### src/rtl/sprite_slot_bank.sv
// sprite_slot_bank: double-buffered sprite descriptor slots; optional SPRITE_LINE_AUTOINC_EN adds line_tick auto-increment
module sprite_slot_bank #(
    parameter int NUM_SLOTS = 4,
    parameter int NUM_W     = 5,
    parameter int LINE_W    = 4,
    parameter int OFFS_W    = 5,
    localparam int DESC_W   = NUM_W + LINE_W + OFFS_W + 1,
    localparam int SLOT_W   = (NUM_SLOTS > 1) ? $clog2(NUM_SLOTS) : 1
) (
    input  logic                          clk,
    input  logic                          rst,
    input  logic                          wr_valid,
    output logic                          wr_ready,
    input  logic [SLOT_W-1:0]             wr_slot,
    input  logic [DESC_W-1:0]             wr_desc,
    output logic                          wr_err,
    input  logic                          commit,
    output logic                          commit_ack,
    output logic                          dirty,
`ifdef SPRITE_LINE_AUTOINC_EN
    input  logic                          line_tick,
`endif
    output logic [NUM_SLOTS*NUM_W-1:0]    sp_num,
    output logic [NUM_SLOTS*LINE_W-1:0]   sp_line,
    output logic [NUM_SLOTS*OFFS_W-1:0]   sp_offset,
    output logic [NUM_SLOTS-1:0]          sp_en
);
    localparam logic [0:0] IDLE = 1'b0;
    localparam logic [0:0] COPY = 1'b1;
    localparam logic [SLOT_W:0] SLOT_LIMIT = NUM_SLOTS[SLOT_W:0];
    localparam int LINE_LSB = NUM_W;
    localparam int EN_BIT = DESC_W - 1;

    logic [0:0]        state;
    logic [DESC_W-1:0] shadow [NUM_SLOTS];
    logic [DESC_W-1:0] active [NUM_SLOTS];
    logic              accept;
    logic              in_range;

    assign wr_ready = (state == IDLE) && !rst;
    assign accept   = wr_valid && wr_ready;
    assign in_range = {1'b0, wr_slot} < SLOT_LIMIT;

    // Shadow bank: accepted in-range writes land here, invisible until a copy
    always_ff @(posedge clk) begin
        if (rst) begin
            for (int i = 0; i < NUM_SLOTS; i++) shadow[i] <= '0;
        end else if (accept && in_range) begin
            shadow[wr_slot] <= wr_desc;
        end
    end

    // Active bank: atomic copy on leaving COPY; otherwise optional per-line advance
    always_ff @(posedge clk) begin
        if (rst) begin
            for (int i = 0; i < NUM_SLOTS; i++) active[i] <= '0;
        end else if (state == COPY) begin
            for (int i = 0; i < NUM_SLOTS; i++) active[i] <= shadow[i];
`ifdef SPRITE_LINE_AUTOINC_EN
        end else if (line_tick) begin
            for (int i = 0; i < NUM_SLOTS; i++) begin
                if (active[i][EN_BIT]) begin
                    active[i][LINE_LSB +: LINE_W] <= active[i][LINE_LSB +: LINE_W] + 1'b1;
                    if (&active[i][LINE_LSB +: LINE_W]) active[i][EN_BIT] <= 1'b0;
                end
            end
`endif
        end
    end

    // Control: IDLE/COPY sequencing, dirty tracking and registered status pulses
    always_ff @(posedge clk) begin
        if (rst) begin
            state      <= IDLE;
            dirty      <= 1'b0;
            wr_err     <= 1'b0;
            commit_ack <= 1'b0;
        end else begin
            state      <= (state == IDLE && commit) ? COPY : IDLE;
            wr_err     <= accept && !in_range;
            commit_ack <= state == COPY;
            dirty      <= (state == COPY) ? 1'b0 : (dirty || (accept && in_range));
        end
    end

    for (genvar k = 0; k < NUM_SLOTS; k++) begin : g_unpack
        assign sp_num[k*NUM_W +: NUM_W]     = active[k][0 +: NUM_W];
        assign sp_line[k*LINE_W +: LINE_W]  = active[k][LINE_LSB +: LINE_W];
        assign sp_offset[k*OFFS_W +: OFFS_W] = active[k][NUM_W+LINE_W +: OFFS_W];
        assign sp_en[k]                     = active[k][EN_BIT];
    end
endmodule
### config.mk
export PLATFORM = sky130hd
export DESIGN_NAME = sprite_slot_bank
export DESIGN_NICKNAME = d
export VERILOG_FILES = /design/src/rtl/sprite_slot_bank.sv
export SDC_FILE = /design/constraint.sdc
export NUM_CORES = 1
export LEC_CHECK = 0
export CORE_UTILIZATION = 44
export DETAILED_ROUTE_END_ITERATION = 8
export PLACE_DENSITY_LB_ADDON = 0.08
export REMOVE_ABC_BUFFERS = 1
export SYNTH_ARGS = -nofsm -noshare
export SYNTH_HDL_FRONTEND = slang
export SYNTH_SLANG_ARGS = --single-unit
### constraint.sdc
create_clock -name clk -period 6.9 [get_ports clk]
set_input_delay 1.38 -clock clk [delete_from_list [all_inputs] [get_ports clk]]
set_output_delay 1.38 -clock clk [all_outputs]
set_load 0.01 [all_outputs]
==> results.rst, run 1 <==
.. list-table::
   :header-rows: 1

   * - Metric
     - Value
   * - GP Congestion
     - 0.7413
   * - Number of max-cap violations
     - 0
   * - Static leakage
     - about 2.2 nW
   * - Dominant cell type by area after synthesis
     - sky130_fd_sc_hd__edfxtp_1
   * - Outcome
     - complete, no violations
   * - Number of distinct standard cells referenced by the synthesized netlist
     - 17
   * - Count of vias placed by the detailed router
     - around 2,400
   * - Tightest slew margin relative to the limit
     - 49.47%
   * - Critical Path Fanout Max
     - 11
   * - Most instantiated library cell after synthesis
     - sky130_fd_sc_hd__edfxtp_1
   * - Finished Cell Area
     - approximately 0.0061 sq mm
   * - Count of antenna diodes in the layout
     - 0
   * - Final antenna-violating net count
     - 0
   * - Min Clock Period, post-route
     - 4240 ps
   * - Worst clock skew on the final layout
     - 9.836 ps
   * - Count of cells resized by post-cts repair
     - 0
   * - Min-Delay Endpoint
     - active[2][13]
   * - Gate count of the mapped netlist
     - roughly 290
   * - Combined global-route utilization of all metal layers
     - 16.59%
   * - Startpoint of the worst hold path
     - shadow[2][13]
   * - Number of remaining DRC errors
     - 0
   * - X dimension of the die
     - between 100 and 150 um
   * - Number of buffers inserted by hold repair at cts
     - 0
   * - Synthesis warning total
     - 0
   * - Clock input transition at the sequential cells of the worst setup and hold paths
     - ~60 ps
   * - Core ar.
     - between 0.009 and 0.01 sq mm
   * - Clock net sink count
     - 123
   * - Share of the synthesized area in the top cell type
     - approximately four fifths
   * - Power Density
     - approximately 300 mW/mm^2
   * - Cells taking the most area after synthesis
     - sky130_fd_sc_hd__edfxtp_1 (79%), sky130_fd_sc_hd__and2_1 (8.4%), sky130_fd_sc_hd__nor2_1 (4.7%)
   * - Net count, final
     - 400
   * - Number of cell instances on the worst register-to-register path
     - 3
   * - Critical Path RT
     - approximately 5500 ps
   * - Maximum number of pins on one net before global-route repair
     - 62
   * - Initial standard-cell utilization of the core
     - a little under half
   * - Period Utilization, post-route
     - between 60% and 70%
   * - Slew at the pin closest to its max-slew limit
     - approximately 760 ps
   * - Sum Neg Setup Slack
     - 0 ps
   * - Number of enable-type register cells in the synthesized netlist
     - 120
   * - Synthesized flop and latch total
     - roughly 120
   * - Maximum VDD drop
     - roughly 150 uV
   * - Vias in the first global route
     - 2,436
   * - Routed wirelength normalized by instance count
     - around 15 um
   * - Number of buffers inserted by post-CTS setup repair
     - 0
   * - Rows
     - 36
   * - Number of antenna violations at the first check in global routing
     - 0
   * - First-pass GRT wire length
     - 13.01 mm
   * - Overall overflow remaining after global route
     - 0
   * - CP Class
     - in2out
   * - Via density per instance
     - 4.629
   * - Fin. max-slew vios
     - 0
   * - Layout area overhead
     - 32.93%
   * - Maximum frequency from static timing analysis
     - ~240 MHz
   * - Clock buffer count from CTS
     - 17
   * - Category of the worst setup path launch point
     - primary input
   * - Number of top-level design ports
     - between 80 and 90
   * - Minimum setup slack among reg-to-reg paths
     - approximately 5000 ps
   * - Worst R2R End
     - active[1][10]
   * - Clock tree from TritonCTS
     - yes
   * - Most instantiated flip-flop cell in the synthesis netlist
     - sky130_fd_sc_hd__edfxtp_1
   * - Crit. End Element
     - output pin
   * - Maximum root-to-sink buffer count
     - 2
   * - Setup-violating endpoint count in the final report
     - 0
   * - FF-to-FF Start
     - state
   * - Crit path arrival time
     - roughly 2900 ps
   * - Depth of the CTS H-tree
     - 4
   * - Hold path depth
     - 1
   * - Top post-synthesis cells by count
     - sky130_fd_sc_hd__edfxtp_1 (120), sky130_fd_sc_hd__and2_1 (61), sky130_fd_sc_hd__nor2_1 (57), sky130_fd_sc_hd__nand2b_1 (15), sky130_fd_sc_hd__clkbuf_1 (10)
   * - Cell area after placement
     - around 0.0055 sq mm
   * - Buffer type at the clock tree root
     - sky130_fd_sc_hd__clkbuf_8
   * - Post-synthesis average cell area
     - between 15 and 20 sq um
   * - Total wire length
     - around 8.0 mm
   * - Die H
     - around 100 um
   * - Post-synthesis async set-or-reset flop share
     - 0%
   * - Worst hold path class
     - reg2reg
   * - Unrepaired setup endpoints after global routing
     - no
   * - Buffers added on ports
     - slightly above 80
   * - Cell area after technology mapping
     - approximately 0.0046 sq mm
   * - HPWL reported at the end of detailed placement
     - slightly below 5 mm
   * - Die footprint
     - 0.01076 sq mm
   * - Proportion of layout cells with a drive suffix above 1
     - about a tenth
   * - Detailed Route Iter0 Violations
     - roughly 130
   * - Final hold vios
     - 0
   * - Insertion delay to the later sink of the worst-skew pair
     - between 500 and 600 ps
   * - Share of synthesized area occupied by flip-flops and latches
     - between 80% and 90%
   * - Drt first pass iters
     - 4
==> through the flow <==
step	setup WS [ps]	cells	utilization, %	hold WS, ps	total power, mW
floorplan	3830	275	-	496.7	0.9376
global route	2603	525	61.06	533.2	1.871
detailed placement	2711	493	55.51	506.6	1.013
global placement	2738	493	55.51	458.8	1.011
CTS	2697	525	61.06	517.9	1.824
finish	2660	525	61.06	513.0	1.810
==> sequential cells by signal (all words and copies together) (netlist names) <==
| signal | flops |
|---|---|
| active | 60 |
| dirty | 1 |
| state | 1 |
| commit_ack | 1 |
| shadow | 60 |
==> cell usage in the layout, fill, tap and decap left out <==
master	instances
sky130_fd_sc_hd__nor3_1	3
sky130_fd_sc_hd__clkbuf_1	3
sky130_fd_sc_hd__or4b_1	1
sky130_fd_sc_hd__clkbuf_8	1
sky130_fd_sc_hd__nor2b_2	1
sky130_fd_sc_hd__clkinvlp_4	6
sky130_fd_sc_hd__bufinv_16	2
sky130_fd_sc_hd__dfxtp_1	3
sky130_fd_sc_hd__inv_1	3
sky130_fd_sc_hd__inv_2	1
sky130_fd_sc_hd__clkbuf_16	16
sky130_fd_sc_hd__nor2_1	57
sky130_fd_sc_hd__nand4bb_1	3
sky130_fd_sc_hd__buf_4	2
sky130_fd_sc_hd__nor2b_1	1
sky130_fd_sc_hd__edfxtp_1	120
sky130_fd_sc_hd__clkinv_2	4
sky130_fd_sc_hd__nand2b_1	15
sky130_fd_sc_hd__a31o_2	4
sky130_fd_sc_hd__clkdlybuf4s50_1	83
sky130_fd_sc_hd__o21a_1	1
sky130_fd_sc_hd__conb_1	1
sky130_fd_sc_hd__and2_1	61
==> worst max-delay path, cell delays in order <==
cell and delay, ps:
sky130_fd_sc_hd__clkdlybuf4s50_1 570, sky130_fd_sc_hd__nor2_1 310, sky130_fd_sc_hd__clkdlybuf4s50_1 600
==> worst max path at each step <==
| stage | from | endpoint | cells after the start |
|---|---|---|---|
| 5_1_grt | rst | wr_ready | 3 |
| 3_3_place_gp | rst | wr_ready | 3 |
| 4_1_cts | rst | wr_ready | 3 |
| 6_report | rst | wr_ready | 3 |
| 3_5_place_dp | rst | wr_ready | 3 |
| 2_1_floorplan | rst | active[0][0] | 2 |
==> layout make-up <==
| type | count | area (sq um) |
|---|---|---|
| fillers | 804 | 3859 |
| flip-flops and latches | 123 | 3664 |
| repair buffers | 85 | 845.8 |
| multi-input cells | 148 | 809.5 |
| clock buffers | 20 | 425.4 |
| well taps | 133 | 166.4 |
| clock inverters | 12 | 125.1 |
| inverters | 4 | 15.01 |
==> logic make-up after synthesis <==
family,Yosys count,synth area share (%)
and+or+nand+nor,142,16.71
DFF,123,80.48
other,1,0.08238
buffers and inverters,18,1.787
AOI/OAI and AO/OA,5,0.9346
==> per-layer routing <==
layer | global-route usage (%) | part of all wire, %
met5 | 0 | 0
met3 | 7.237 | 7.9
met1 | 19.79 | 43
met4 | 6.122 | 0.97
met2 | 26.75 | 49
==> where the power goes <==
part | total (mW) | internal [mW] | switching, mW | leakage (nW)
logic | 0.119 | 0.0572 | 0.0615 | 0.704
registers | 0.877 | 0.866 | 0.0110 | 1.29
clock network | 0.814 | 0.509 | 0.305 | 0.253
total | 1.81 | 1.43 | 0.377 | 2.25
Note: power is estimated with default switching activity, not from simulation.
==> run 2, diff against run 1 <==
- clock period: 6.9 -> 4.1 ns (I/O delays scaled with it)
==> run 2 against run 1 <==
Register-to-register slack worse by 2800 ps. Largest power group is now clock. Critical path type unchanged. Combinational power rose by 69%. Clock skew increased by 2.0 ps. Via count is 0.12% lower.
==> results.rst, run 2 (synthesized netlist as in run 1, its figures left out) <==
.. list-table::
   :header-rows: 1

   * - Metric
     - Value
   * - Layout filler cell count
     - 782 (-2.7%)
   * - Finished Cell Area
     - 0.006126 sq mm (+1.2%)
   * - Die H
     - 103.7 um (unchanged)
   * - Tightest slew margin relative to the limit
     - 48.94% (-0.53 points)
   * - Hold path depth
     - 1 (unchanged)
   * - Clock tree from TritonCTS
     - yes
   * - Largest registers in the final layout
     - active (60), shadow (60)
   * - Via density per instance
     - 4.614 (-0.31%)
   * - Clock buffer count from CTS
     - 17 (unchanged)
   * - Clock input transition at the sequential cells of the worst setup and hold paths
     - 50 ps (about the same)
   * - Final worst hold slack
     - 484.0 ps (-29.05 ps)
   * - Maximum VDD drop
     - 349.6 uV (+130%)
   * - Buffers added on ports
     - 83 (unchanged)
   * - List of cells traversed by the critical path
     - clkdlybuf4s50_1 > nor2_1 > clkdlybuf4s50_1
   * - HPWL reported at the end of detailed placement
     - 5.109 mm (+5.2%)
   * - Worst slack after detailed placement
     - 1030 ps (-1681 ps)
   * - Fin. max-slew vios
     - 0 (unchanged)
   * - Crit. End Element
     - output pin
   * - Unrepaired setup endpoints after global routing
     - no
   * - Proportion of layout cells with a drive suffix above 1
     - 9.924% (+0.48 points)
   * - Maximum root-to-sink buffer count
     - 2 (unchanged)
   * - CP Class
     - in2out
   * - Worst hold path class
     - reg2reg
   * - Number of buffers inserted by hold repair at cts
     - 0 (unchanged)
   * - Most common library cell in the layout ignoring fill and taps
     - sky130_fd_sc_hd__edfxtp_1
   * - Count of vias placed by the detailed router
     - 2,427 (-0.12%)
   * - Count of antenna diodes in the layout
     - 0 (unchanged)
   * - Number of remaining DRC errors
     - 0 (unchanged)
   * - Critical Path Fanout Max
     - 11 (unchanged)
   * - Number of max-cap violations
     - 0 (unchanged)
   * - Setup-violating endpoint count in the final report
     - 0 (unchanged)
   * - Startpoint of the worst hold path
     - dirty
   * - Number of buffers inserted by post-CTS setup repair
     - 0 (unchanged)
   * - Min-Delay Endpoint
     - dirty
   * - Die footprint
     - 0.01076 sq mm (unchanged)
   * - Outcome
     - complete, no violations
   * - Net count, final
     - 401 (+0.25%)
   * - Category of the worst setup path launch point
     - primary input
   * - Routed wirelength normalized by instance count
     - 15.88 um (+3.6%)
   * - Combined global-route utilization of all metal layers
     - 16.66% (+0.067 points)
   * - Cell type with the highest occurrence count on the critical path
     - sky130_fd_sc_hd__clkdlybuf4s50_1
   * - Top library cells by usage in the layout, fill and taps aside
     - sky130_fd_sc_hd__edfxtp_1 (120), sky130_fd_sc_hd__clkdlybuf4s50_1 (83), sky130_fd_sc_hd__and2_1 (61)
   * - Critical Path RT
     - 3280 ps (-2240 ps)
   * - X dimension of the die
     - 103.7 um (unchanged)
   * - Sum Neg Setup Slack
     - 0 ps (unchanged)
   * - Detailed Route Iter0 Violations
     - 95 (-28%)
   * - Final antenna-violating net count
     - 0 (unchanged)
   * - Total wire length
     - 8.351 mm (+3.8%)
   * - Minimum setup slack among reg-to-reg paths
     - 2160 ps (-2810 ps)
   * - Worst clock skew on the final layout
     - 11.82 ps (+1.988 ps)
   * - Overall overflow remaining after global route
     - 0 (unchanged)
   * - Max stage delay cell, worst path
     - sky130_fd_sc_hd__clkdlybuf4s50_1
   * - Maximum frequency from static timing analysis
     - between 300 and 400 MHz
   * - Maximum number of pins on one net before global-route repair
     - 62 (unchanged)
   * - Layout area overhead
     - 34.58%
   * - Static leakage
     - 2.288 nW (+1.9%)
   * - Count of cells resized by post-cts repair
     - 0 (unchanged)
   * - Top cell family by delay on the critical path
     - buffers and inverters
   * - Filler-free cell count of the finished design
     - 526 (+0.19%)
   * - Final hold vios
     - 0 (unchanged)
   * - Cell area after placement
     - 0.005508 sq mm (+0.14%)
   * - Depth of the CTS H-tree
     - 4 (unchanged)
   * - FF-to-FF Start
     - state
   * - Initial standard-cell utilization of the core
     - 45.93% (unchanged)
   * - Period Utilization, post-route
     - around three quarters
   * - Peak per-stage delay on the critical path
     - 590 ps (about the same)
   * - Number of antenna violations at the first check in global routing
     - 0 (unchanged)
   * - Crit path arrival time
     - 2270 ps (-590 ps)
   * - Buffer type at the clock tree root
     - sky130_fd_sc_hd__clkbuf_8
   * - Min Clock Period, post-route
     - around 3100 ps
   * - Placed instance count
     - 494 (+0.20%)
   * - First-pass GRT wire length
     - 13.12 mm (+0.85%)
   * - Crit path from
     - rst
   * - Number of cell instances on the worst register-to-register path
     - 3 (unchanged)
   * - Number of top-level design ports
     - 85 (unchanged)
   * - Slew at the pin closest to its max-slew limit
     - 761.5 ps (+3.646 ps)
   * - Clock net sink count
     - 123 (unchanged)
   * - Drt first pass iters
     - 4 (unchanged)
   * - Power Density
     - 523.9 mW/mm^2 (+75%)
   * - GP Congestion
     - 0.7595 (+2.5%)
   * - Vias in the first global route
     - 2,447 (+0.45%)
   * - Worst R2R End
     - active[3][13]
   * - Worst setup margin
     - 1013 ps (-1647 ps)
   * - Crit path buf inv count
     - 2 (unchanged)
   * - Core ar.
     - 0.009910 sq mm (unchanged)
   * - Rows
     - 36 (unchanged)
   * - Insertion delay to the later sink of the worst-skew pair
     - 500 ps (about the same)
## run 2: cell type report
class | instances | area (sq um) | area share, %
multi-input combinational | 148 | 809.5 | 13.21
clock inverter | 11 | 168.9 | 2.757
sequential | 123 | 3664 | 59.80
tap | 133 | 166.4 | 2.717
clock buffer | 21 | 449.2 | 7.333
timing repair buffer | 86 | 853.3 | 13.93
inverter | 4 | 15.01 | 0.2451
## run 2: worst max-delay path by stage
| stage | endpoint | slack [ps] | depth (start not counted) |
|---|---|---|---|
| 3_3_place_gp | wr_ready | 1060 | 3 |
| 4_1_cts | wr_ready | 1020 | 3 |
| 3_5_place_dp | wr_ready | 1030 | 3 |
| 2_1_floorplan | active[0][0] | 1590 | 2 |
| 6_report | wr_ready | 1010 | 3 |
| 5_1_grt | wr_ready | 910 | 3 |
## run 2: per-layer routing
metal / routed length [um] / GRT usage (%) / up-vias
li1: - / - / 1185
met1: 3541 / 20.63 / 1156
met2: 4199 / 26.27 / 84
met3: 570 / 6.356 / 2
met4: 39 / 7.041 / 0
met5: 0 / 0 / -
## run 2: metrics by stage
step | util (%) | total power, mW
floorplan | - | 1.578
global placement | 55.58 | 1.703
detailed placement | 55.58 | 1.706
CTS | 61.82 | 3.236
global route | 61.82 | 3.308
finish | 61.82 | 3.209
## run 2: power breakdown
group / internal [mW] / total (mW) / leakage [nW] / switching [mW]
Combinational: 0.0970 / 0.201 / 0.708 / 0.104
Sequential: 1.46 / 1.48 / 1.29 / 0.0193
Clock: 1.02 / 1.53 / 0.290 / 0.514
==> run 3, diff against run 2 <==
- clock period: 4.1 -> 3.06 ns (I/O delays scaled with it)
==> run 3 against run 2 <==
Sequential share of layout area grew 0.061 points. Non-clock buffer count grew 1. Combinational power grew 35%. Clock power grew 29%. Die area is the same. Clock skew shrank 6.5 ps. Sequential cell count is the same. Via count grew 0.49%. Largest cell class unchanged. Highest routed layer unchanged.
==> results.rst, run 3 (synthesized netlist as in run 1, its figures left out) <==
.. list-table::
   :header-rows: 1

   * - Metric
     - Value
   * - Net count, final
     - 402 (+0.25%)
   * - Die H
     - 103.7 um (unchanged)
   * - Number of remaining DRC errors
     - 0 (unchanged)
   * - Power Density
     - 688.6 mW/mm^2 (+31%)
   * - Initial standard-cell utilization of the core
     - 45.93% (unchanged)
   * - Clock tree from TritonCTS
     - yes
   * - Unrepaired setup endpoints after global routing
     - no
   * - Proportion of layout cells with a drive suffix above 1
     - 10.41% (+0.48 points)
   * - Routed wirelength normalized by instance count
     - 15.39 um (-3.1%)
   * - Worst slack after detailed placement
     - 417.2 ps (-612.7 ps)
   * - Critical Path RT
     - 2450 ps (-830 ps)
   * - Final cell utilization of the core
     - 61.76% (-0.063 points)
   * - Worst clock skew on the final layout
     - 5.365 ps (-6.459 ps)
   * - Overall overflow remaining after global route
     - 0 (unchanged)
   * - Fin. max-slew vios
     - 0 (unchanged)
   * - Vias in the first global route
     - 2,452 (+0.20%)
   * - Cell area after placement
     - 0.005528 sq mm (+0.36%)
   * - Worst setup margin
     - 383.3 ps (-629.2 ps)
   * - X dimension of the die
     - 103.7 um (unchanged)
   * - Count of vias placed by the detailed router
     - 2,439 (+0.49%)
   * - Crit. End Element
     - output pin
   * - Maximum root-to-sink buffer count
     - 2 (unchanged)
   * - Rows
     - 36 (unchanged)
   * - Detailed Route Iter0 Violations
     - 74 (-22%)
   * - Buffers added on ports
     - 83 (unchanged)
   * - Worst hold path class
     - reg2reg
   * - Category of the worst setup path launch point
     - primary input
   * - Met2 capacity usage during global routing
     - 26.27% (unchanged)
   * - Number of antenna violations at the first check in global routing
     - 0 (unchanged)
   * - Buffer type at the clock tree root
     - sky130_fd_sc_hd__clkbuf_8
   * - Maximum number of pins on one net before global-route repair
     - 62 (unchanged)
   * - Clock input transition at the sequential cells of the worst setup and hold paths
     - 60 ps (about the same)
   * - Crit path arrival time
     - 2060 ps (-210 ps)
   * - Clock buffer count from CTS
     - 17 (unchanged)
   * - GR Layer Usage met1
     - 20.08% (-0.56 points)
   * - Number of top-level design ports
     - 85 (unchanged)
   * - Max stage delay cell, worst path
     - sky130_fd_sc_hd__clkdlybuf4s50_1
   * - Via density per instance
     - 4.628 (+0.30%)
   * - Static leakage
     - 2.293 nW (+0.22%)
   * - Sum Neg Setup Slack
     - 0 ps (unchanged)
   * - HPWL reported at the end of detailed placement
     - 4.916 mm (-3.8%)
   * - Count of cells resized by post-cts repair
     - 0 (unchanged)
   * - Final hold vios
     - 0 (unchanged)
   * - Largest registers in the final layout
     - active (60), shadow (60)
   * - Clock net sink count
     - 123 (unchanged)
   * - Most used routing layer in global routing
     - met2
   * - First-pass GRT wire length
     - 12.94 mm (-1.4%)
   * - Final antenna-violating net count
     - 0 (unchanged)
   * - Global routing met3 resource utilization
     - 5.538% (-0.82 points)
   * - Layout area overhead
     - 34.44%
   * - Peak per-stage delay on the critical path
     - 590 ps (about the same)
   * - Tightest slew margin relative to the limit
     - 59.00% (+10 points)
   * - Top library cells by usage in the layout, fill and taps aside
     - sky130_fd_sc_hd__edfxtp_1 (120), sky130_fd_sc_hd__clkdlybuf4s50_1 (83), sky130_fd_sc_hd__and2_1 (61)
   * - Setup-violating endpoint count in the final report
     - 0 (unchanged)
   * - Number of cell instances on the worst register-to-register path
     - 3 (unchanged)
   * - Most common library cell in the layout ignoring fill and taps
     - sky130_fd_sc_hd__edfxtp_1
   * - Cell type with the highest occurrence count on the critical path
     - sky130_fd_sc_hd__clkdlybuf4s50_1
   * - Outcome
     - complete, no violations
   * - GP Congestion
     - 0.7605 (+0.13%)
   * - Min Clock Period, post-route
     - approximately 2700 ps
   * - Period Utilization, post-route
     - 87.47%
   * - Insertion delay to the later sink of the worst-skew pair
     - 510 ps (about the same)
   * - Placed instance count
     - 495 (+0.20%)
   * - Maximum VDD drop
     - 443.5 uV (+27%)
   * - Core ar.
     - 0.009910 sq mm (unchanged)
   * - Drt first pass iters
     - 4 (unchanged)
   * - List of cells traversed by the critical path
     - clkdlybuf4s50_1 > nor2_1 > clkdlybuf4s50_1
   * - Hold path depth
     - 1 (unchanged)
   * - Combined global-route utilization of all metal layers
     - 16.30% (-0.36 points)
   * - Overall Power
     - 4.214 mW (+31%)
   * - Number of max-cap violations
     - 0 (unchanged)
   * - Total wire length
     - 8.108 mm (-2.9%)
   * - Maximum frequency from static timing analysis
     - approximately 370 MHz
   * - CP Class
     - in2out
   * - Slew at the pin closest to its max-slew limit
     - 615.0 ps (-146.5 ps)
   * - Filler-free cell count of the finished design
     - 527 (+0.19%)
   * - Count of antenna diodes in the layout
     - 0 (unchanged)
   * - Depth of the CTS H-tree
     - 4 (unchanged)
   * - Final worst hold slack
     - 473.4 ps (-10.63 ps)
   * - Die footprint
     - 0.01076 sq mm (unchanged)
   * - Finished Cell Area
     - 0.006120 sq mm (-0.10%)
   * - Critical Path Fanout Max
     - 11 (unchanged)
   * - Number of buffers inserted by post-CTS setup repair
     - 0 (unchanged)
   * - Number of buffers inserted by hold repair at cts
     - 0 (unchanged)
[run 3: changes by cell type in the layout (fill, tap and decap cells not counted)]
cell,previous run,this run
sky130_fd_sc_hd__buf_12,0,1
sky130_fd_sc_hd__bufinv_16,4,3
sky130_fd_sc_hd__clkbuf_1,2,1
sky130_fd_sc_hd__clkinv_2,2,5
sky130_fd_sc_hd__clkinvlp_4,4,3
[run 3: routing by layer]
metal,wire length [um],share of wire (%)
met1,3587,44
met2,3864,48
met3,566,7.0
met4,89,1.1
met5,0,0
[run 3: final cells by class]
| class | count | area (sq um) |
|---|---|---|
| fill | 784 | 3790 |
| clock inverter | 12 | 146.4 |
| inverter | 4 | 15.01 |
| timing repair buffer | 87 | 873.3 |
| clock buffer | 20 | 445.4 |
| multi-input combinational | 148 | 809.5 |
| tap | 133 | 166.4 |
| sequential | 123 | 3664 |
[run 3: path summary, 6_finish.rpt]
| check | startpoint | to | slack (ps) |
|---|---|---|---|
| worst max-delay path | rst | wr_ready | 380 |
| worst min-delay path | dirty | dirty | 470 |
| worst max register to register | state | active[0][7] | 1380 |
| worst min register to register | dirty | dirty | 470 |
[run 3: where the power goes]
group / leakage (nW) / switching (mW) / internal (mW)
logic: 0.717 / 0.139 / 0.132
registers: 1.29 / 0.0253 / 1.95
clock network: 0.286 / 0.691 / 1.28
total: 2.29 / 0.855 / 3.36
[run 3: critical path: cells and delay by family]
kind	cells	cell delay [ps]
buffers and inverters	2	1170
and+or+nand+nor	1	290
